**src/rtl/usb_reg_bridge.sv**
```systemverilog
// usb_reg_bridge
//   Bridges an asynchronous-style external parallel bus (chip enable plus
//   active-low read/write strobes) onto single-cycle register-block strobes.
//   All inputs are registered once (S1). The strobes are registered a second
//   time (S2) so that falling edges can be detected. A small FSM turns each
//   accepted edge into one reg_write or reg_read pulse. For reads, it then
//   drives the captured byte back onto the bus while the read strobe stays low.
//
// Ports
//   usb_clk        sole clock, rising edge
//   reset_i        asynchronous, active-high reset
//   usb_addr       external address; upper bits -> reg_address, low bits -> reg_bytecnt
//   usb_din        external write data
//   usb_cen_n      chip enable, active-low
//   usb_rdn        read strobe, active-low
//   usb_wrn        write strobe, active-low
//   usb_dout       registered read data to the external bus
//   usb_isout      external data-bus drive enable
//   reg_address    latched register address
//   reg_bytecnt    latched byte count
//   write_data     latched write byte
//   read_data      register-block read data, valid the cycle after reg_read
//   reg_read       one-cycle read strobe
//   reg_write      one-cycle write strobe
//   reg_addrvalid  registered chip-enable qualifier
//   O_collision    sticky flag: read and write strobes seen low together
//
// state   | meaning
// --------+-----------------------------------------------------------
// IDLE    | waiting for a read or write strobe falling edge
// WRITE   | write accepted, waiting for the write strobe to release
// RD_REQ  | reg_read asserted to the register block
// RD_CAP  | read_data valid, captured into usb_dout at the end of the cycle
// RD_HOLD | driving usb_dout on the bus until the read strobe releases

module usb_reg_bridge #(
    parameter int pADDR_WIDTH   = 21,
    parameter int pBYTECNT_SIZE = 7
) (
    input  logic                                   usb_clk,
    input  logic                                   reset_i,
    input  logic [pADDR_WIDTH-1:0]                 usb_addr,
    input  logic [7:0]                             usb_din,
    input  logic                                   usb_cen_n,
    input  logic                                   usb_rdn,
    input  logic                                   usb_wrn,
    output logic [7:0]                             usb_dout,
    output logic                                   usb_isout,
    output logic [pADDR_WIDTH-pBYTECNT_SIZE-1:0]   reg_address,
    output logic [pBYTECNT_SIZE-1:0]               reg_bytecnt,
    output logic [7:0]                             write_data,
    input  logic [7:0]                             read_data,
    output logic                                   reg_read,
    output logic                                   reg_write,
    output logic                                   reg_addrvalid,
    output logic                                   O_collision
);

    typedef enum logic [2:0] {
        IDLE    = 3'd0,
        WRITE   = 3'd1,
        RD_REQ  = 3'd2,
        RD_CAP  = 3'd3,
        RD_HOLD = 3'd4
    } state_t;

    state_t state, state_next;

    logic [pADDR_WIDTH-1:0] addr_s1;
    logic [7:0]             din_s1;
    logic                   cen_n_s1;
    logic                   rdn_s1;
    logic                   wrn_s1;
    logic                   rdn_s2;
    logic                   wrn_s2;

    // The strobe pipeline resets to "inactive". If a strobe is already low
    // when reset releases, that would look like a falling edge. An edge is
    // therefore only honoured once the strobe has actually been sampled high
    // after reset. The first S1 sample after release still holds reset values,
    // so sample_ok keeps it from arming anything.
    logic sample_ok;
    logic wr_armed;
    logic rd_armed;

    logic wr_edge;
    logic rd_edge;
    logic wr_start;
    logic rd_start;
    logic collide;
    logic isout_next;
    logic load_dout;

    always_ff @(posedge usb_clk or posedge reset_i) begin
        if (reset_i) begin
            addr_s1  <= '0;
            din_s1   <= '0;
            cen_n_s1 <= 1'b1;
            rdn_s1   <= 1'b1;
            wrn_s1   <= 1'b1;
            rdn_s2   <= 1'b1;
            wrn_s2   <= 1'b1;
        end else begin
            addr_s1  <= usb_addr;
            din_s1   <= usb_din;
            cen_n_s1 <= usb_cen_n;
            rdn_s1   <= usb_rdn;
            wrn_s1   <= usb_wrn;
            rdn_s2   <= rdn_s1;
            wrn_s2   <= wrn_s1;
        end
    end

    always_ff @(posedge usb_clk or posedge reset_i) begin
        if (reset_i) begin
            sample_ok <= 1'b0;
            wr_armed  <= 1'b0;
            rd_armed  <= 1'b0;
        end else begin
            sample_ok <= 1'b1;
            if (sample_ok && wrn_s1) wr_armed <= 1'b1;
            if (sample_ok && rdn_s1) rd_armed <= 1'b1;
        end
    end

    assign wr_edge = wr_armed && !wrn_s1 && wrn_s2;
    assign rd_edge = rd_armed && !rdn_s1 && rdn_s2;

    // State register
    always_ff @(posedge usb_clk or posedge reset_i) begin
        if (reset_i) state <= IDLE;
        else         state <= state_next;
    end

    // Next-state logic
    always_comb begin
        state_next = state;
        if (state != IDLE && cen_n_s1) begin
            state_next = IDLE;
        end else begin
            case (state)
                IDLE: begin
                    if (!cen_n_s1 && !(!rdn_s1 && !wrn_s1)) begin
                        if (wr_edge && rdn_s1)      state_next = WRITE;
                        else if (rd_edge && wrn_s1) state_next = RD_REQ;
                    end
                end
                WRITE:   if (wrn_s1) state_next = IDLE;
                RD_REQ:  state_next = RD_CAP;
                RD_CAP:  state_next = rdn_s1 ? IDLE : RD_HOLD;
                RD_HOLD: if (rdn_s1) state_next = IDLE;
                default: state_next = IDLE;
            endcase
        end
    end

    // Output decode; the results are registered below.
    always_comb begin
        wr_start   = (state == IDLE) && (state_next == WRITE);
        rd_start   = (state == IDLE) && (state_next == RD_REQ);
        collide    = (state == IDLE) && !cen_n_s1 && !rdn_s1 && !wrn_s1;
        isout_next = (state_next == RD_HOLD);
        load_dout  = (state == RD_CAP);
    end

    always_ff @(posedge usb_clk or posedge reset_i) begin
        if (reset_i) begin
            usb_dout      <= '0;
            usb_isout     <= 1'b0;
            reg_address   <= '0;
            reg_bytecnt   <= '0;
            write_data    <= '0;
            reg_read      <= 1'b0;
            reg_write     <= 1'b0;
            reg_addrvalid <= 1'b0;
            O_collision   <= 1'b0;
        end else begin
            reg_addrvalid <= ~cen_n_s1;
            reg_write     <= wr_start;
            reg_read      <= rd_start;
            usb_isout     <= isout_next;
            if (wr_start || rd_start) begin
                reg_address <= addr_s1[pADDR_WIDTH-1:pBYTECNT_SIZE];
                reg_bytecnt <= addr_s1[pBYTECNT_SIZE-1:0];
            end
            if (wr_start)  write_data  <= din_s1;
            if (load_dout) usb_dout    <= read_data;
            if (collide)   O_collision <= 1'b1;
        end
    end

endmodule

```
**config.mk**
```make
export PLATFORM = sky130hd
export DESIGN_NAME = usb_reg_bridge
export DESIGN_NICKNAME = d
export VERILOG_FILES = /design/src/rtl/usb_reg_bridge.sv
export SDC_FILE = /design/constraint.sdc
export NUM_CORES = 1
export LEC_CHECK = 0
export ABC_AREA = 1
export BUFFER_PORTS_ARGS = -buffer_cell sky130_fd_sc_hd__buf_2
export CORE_UTILIZATION = 33
export CTS_CLUSTER_DIAMETER = 40
export DETAILED_ROUTE_END_ITERATION = 12
export HOLD_SLACK_MARGIN = 0.02
export PLACE_DENSITY = 0.57
export REMOVE_ABC_BUFFERS = 1
export SYNTH_ARGS = -nofsm -noshare
export SYNTH_HDL_FRONTEND = slang
export SYNTH_SLANG_ARGS = --single-unit
```
**constraint.sdc**
```tcl
create_clock -name usb_clk -period 2.67 [get_ports usb_clk]
set_input_delay 0.267 -clock usb_clk [delete_from_list [all_inputs] [get_ports usb_clk]]
set_output_delay 0.267 -clock usb_clk [all_outputs]
set_load 0.05 [all_outputs]
```
* Yosys cells after proc, flatten, opt, wreduce, memory -nomap -nowiden *
Index checks and enable logic that the tools add are counted.

storage, ports and cells
  bits in registers = 82
  bits in latches = 0
  RAM bits = 0
  ROM bits = 0
  input port bits = 42
  word-level logic and storage cells = 59
  memories = 0

operators by class
  add/sub/neg operators = 0
  $mul = 0
  divide/modulo/power cells = 0
  magnitude comparators = 0
  eq/ne operators = 7
  shift operators = 0
  mux-type cells = 8
  bitwise operators = 1
  reductions and logical operators = 23

operators with widths
  cell                number
  $mux 3              7
  $logic_and 1x1->1   16
  $pmux 3 s5          1
  $eq 3x2->1 const B  3
  $eq 3x1->1 const B  2
  $eq 3x3->1 const B  2
  $logic_not 1->1     4
  $logic_not 3->1     1
  $reduce_bool 3->1   1
  $logic_or 1x1->1    1
  $not 1->1           1

* Depth between registers and ports, before layout *
  depth after elaboration = 12
  depth in mapped cells = 10
  gate-level depth less buffers = 9

* Worst setup path after synthesis *
Ideal clock, no wire load.

  path kind = register to register
  from = reg rdn_s1
  to = reg reg_address[0]
  setup time = 118 ps
  arrival = 1,284 ps
  data required time = 2,552 ps
  setup slack = 1,268 ps
  stages on the path, launching flop included = 9
  path buffers = 1
  path through = dfstp_2 > nand2_1 > inv_1 > nand2_1 > nor2_2 > nand4_2 > clkbuf_1 > nand3_1 > nand2_1

on the way
  word-level cells in the longest chain between the ends = 12
  elaborated cells between the ends (all ways) = 20

ends and longest elaborated chain
  element                                      line      text
  from (decl)                                  72        logic rdn_s1;
  from (signal assigned)                       107       rdn_s1 <= usb_rdn;
  $logic_not 1->1                              127, 143
  $logic_and 1x1->1 (2 in series)              127       assign rd_edge = rd_armed && !rdn_s1 && rdn_s2;
  $logic_and 1x1->1                            145       else if (rd_edge && wrn_s1) state_next = RD_REQ;
  $mux 3                                       145
  $mux 3                                       144       if (wr_edge && rdn_s1) state_next = WRITE;
  $mux 3                                       143       if (!cen_n_s1 && !(!rdn_s1 && !wrn_s1)) begin
  $pmux 3 s5 (*)                               141       case (state)
  $mux 3 (*)                                   138       if (state != IDLE && cen_n_s1) begin
  $eq 3x1->1 or $eq 3x2->1 (tied branches)     159, 160
  $logic_and 1x1->1, on equally long branches  159, 160
  $logic_or 1x1->1 (*)                         182       if (wr_start || rd_start) begin
  to (signal assigned)                         183       reg_address <= addr_s1[pADDR_WIDTH-1:pBYTECNT_SIZE];
  to (decl)                                    49        output logic [pADDR_WIDTH-pBYTECNT_SIZE-1:0] reg_address,

Every way passes the cells marked *; elsewhere a longest branch is shown, timed or not.
A chain may end at the register's enable or synchronous reset.

* Final worst setup path *
  from = reg rdn_s1
  to = reg reg_address[12]

Same word-level chain as after synthesis.

==> results.toml <==
[timing]
worst_pin_slew_ns = 0.712
finalCriticalPeriod_ns = 1.84
finalMaxSlewViolations = 0
worst_clock_skew_ns = 0.00715
period_share_pct = 68.8
worst_max_slew_margin_expressed_relative_to_the_limit_pct = 52.4
f_max_mhz = 544
fin_hold_viols = 0
setup-violations-final = 0
totalNegativeSetupSlack_ns = 0
setup_repair_after_global_routing_missed_its_margin = "no"

[floorplan]
design.portCount = 84
floorplan.die.width_um = 93.0
start_util_pct = 34.8
die_area_um2 = 8640
die_height_um = 93.0
row_count = 32
core_area_um2 = 7850

[global_route]
gr-total-overflow = 0
wire_length_of_the_first_global_routing_pass_um = 8870
grtUsageMet3_pct = 3.90
gr-usage-met2_pct = 21.7
global_route.usage.total_pct = 13.7
grt_pass1_vias = 1838
top_usage_layer = "met2"
antenna_found_initial = 0
grt_start_max_net_pins = 43
use_met1_pct = 17.8

[route]
detail_route.wirelength_um = 5420
detail_route.drc_violations = 0
dr.first_iter.drc_count = 176
drtAntennaViolNets = 0
detail_route.wl_per_cell_um = 12.1
firstDrtPassIters = 5
vias = 1940
routed_via_density = 4.33

[cells_and_area]
sequential_cell_area_um2 = 2060
final.fill_count = 756
fraction_of_final_layout_cells_sized_beyond_drive_strength_1_pct = 34.4
total_nets_final = 384
multiInputGateArea_um2 = 593
diodes_inserted = 0
syn2layout_area_growth_pct = 37.5

[power_and_ir_drop]
power-per-cell-area_nw_per_um2 = 1180
leakage_nw = 1.93
worst_ir_drop_vdd_uv = 747
finalPower_mw = 4.45

[synthesis]
synth_commonest_cells = "dfrtp_1, nand2_1, nand3_1, inv_1, mux2_2"
synth_sequential_area_ratio_pct = 75.4
post_synthesis_area_per_instance_um2 = 12.2
synthFlopType = "dfrtp_1"
leading_cell_type_by_number_of_instances_after_synthesis = "dfrtp_1"
netlist_top_cells_area = "dfrtp_1, nand2_1, dfstp_2"
synthesis.yosys.warnings = 0
synth_area_leader_cell = "dfrtp_1"
synth.distinct_cells = 24
postSynthRegisterBits = 82
synth-edff-count = 0
synth-async-reset-ratio_pct = 100
synth_largest_type_area_fraction_pct = 70.5
post_synth_inst_count = 223
synth_area_um2 = 2730

[place]
place_congestion = 0.760
io_buffers = 83
detailed_place_hpwl_um = 3340

[setup_path]
worst-path-max-fanout = 21
critical_path_required_ns = 2.95
endpoint_kind = "register"
worstPathCellList = "nand2_1 > inv_1 > nand2_1 > nor2_2 > nand4_2 > nand2_1 > nand2_1 > nand2_1"
timing.critical_path.from_type = "register"
cp_slowest_stage_delay_ns = 0.60
most_frequent_cell_on_the_critical_path = "nand2_1"
worst_ep_arrival_time_ns = 2.12
path_class = "register to register"
critPathSlowestCell = "dfstp_2"

[clock_tree]
clk_pin_slew_worst_setup_hold_paths_ns = 0.08
numClockSinks = 82
number_of_buffers_between_clock_root_and_the_deepest_sink = 2
clock_tree_root = "clkbuf_8"
clk_latency_ns = 0.35
cts_tree = "done"
cts_buffers = 9
maximum_level_of_the_cts_h_tree = 3

[worst_hold_path]
hold_path.class = "input port to async pin"

[status]
run_status = "finished clean"

[job]
drv_cap = 0
## worst paths after layout
| path | startpoint | endpoint | slack, ns | depth (start not counted) |
|---|---|---|---|---|
| worst max-delay path | rdn_s1 | reg_address[12] | 0.83 | 8 |
| worst min-delay path | reset_i | write_data[1] | 0.004 | 2 |
| worst max register to register | rdn_s1 | reg_address[12] | 0.83 | 8 |
| worst min register to register | rdn_s1 | rdn_s2 | 0.41 | 0 |
| max in group asynchronous | reset_i | wrn_s1 | 1.96 | 3 |
| min in group usb_clk | usb_addr[6] | addr_s1[6] | 0.04 | 1 |
## metrics by stage
stage	setup WS, ns	hold slack (ns)	util, %	cell area [µm²]	std cells
detailed placement	0.813	0.375	41.7	3270	404
global placement	0.852	0.374	41.7	3270	404
global route	0.621	0.0202	47.8	3750	448
finish	0.833	0.00410	47.8	3750	448
CTS	0.773	0.0248	47.8	3750	448
floorplan	0.303	0.271	-	2690	216
## kinds of logic after synthesis
family,share of synthesized area (%)
simple gates,16.6
flops,75.4
buf+inv,2.93
compound gates,1.65
mux,3.30
other cells,0.137
## report_power, final
| part | switching (mW) | internal [mW] | total, mW |
|---|---|---|---|
| Combinational | 1.39 | 0.439 | 1.82 |
| Sequential | 0.179 | 1.57 | 1.75 |
| Clock | 0.422 | 0.449 | 0.871 |
| Total | 1.99 | 2.46 | 4.45 |
## repair_timing
| item | in CTS | in global routing |
|---|---|---|
| gates resized for setup | 0 | 0 |
| hold endpoints to repair | 29 | 0 |
| endpoints found under the setup margin | 0 | 0 |
| setup buffers | 0 | 0 |
| hold buffers | 29 | 0 |
## placed cells by master, fill, tap and decap left out
cell / count
o21bai_1: 1
a21o_1: 1
dfrtp_1: 77
buf_12: 1
buf_4: 2
clkinv_2: 3
nor3_1: 1
a21oi_1: 4
nand3_2: 1
inv_2: 1
o21ai_1: 1
bufinv_16: 1
conb_1: 1
nand4_1: 1
clkinvlp_4: 2
nand4_2: 1
dlygate4sd3_1: 29
nor2_2: 1
nor2_1: 3
clkinv_1: 1
dfstp_2: 5
mux2_2: 8
o21ai_0: 1
nor4_1: 2
nand3_1: 24
buf_2: 83
inv_1: 8
nand2_1: 72
clkbuf_8: 10
## state kept, by name, indices dropped and copies added (netlist names)
register / count
rdn_s2: 1
wr_armed: 1
din_s1: 8
reg_bytecnt: 7
cen_n_s1: 1
write_data: 8
wrn_s2: 1
rdn_s1: 1
usb_isout: 1
rd_armed: 1
usb_dout: 8
reg_addrvalid: 1
reg_address: 14
O_collision: 1
addr_s1: 21
state: 3
reg_write: 1
reg_read: 1
sample_ok: 1
wrn_s1: 1
## routing by layer
layer / up-vias / routed length, µm
met2: 64 / 2590
met3: 8 / 326
met5: - / 0
met1: 926 / 2410
met4: 0 / 88
li1: 942 / -
## area by class of cell
class | instances | share of cell area (%)
Inverter | 11 | 1.13
Tap cell | 102 | 3.40
Sequential cell | 82 | 54.8
Timing Repair Buffer | 115 | 19.7
Multi-Input combinational cell | 123 | 15.8
Clock buffer | 10 | 3.67
Clock inverter | 5 | 1.47
## critical path: cells and delay by family (launching register included)
kind          cells  cell delay (ns)
buf+inv           1             0.05
simple gates      7             1.12
flops             1             0.60
No activity file was read; power rests on OpenSTA's default activity.
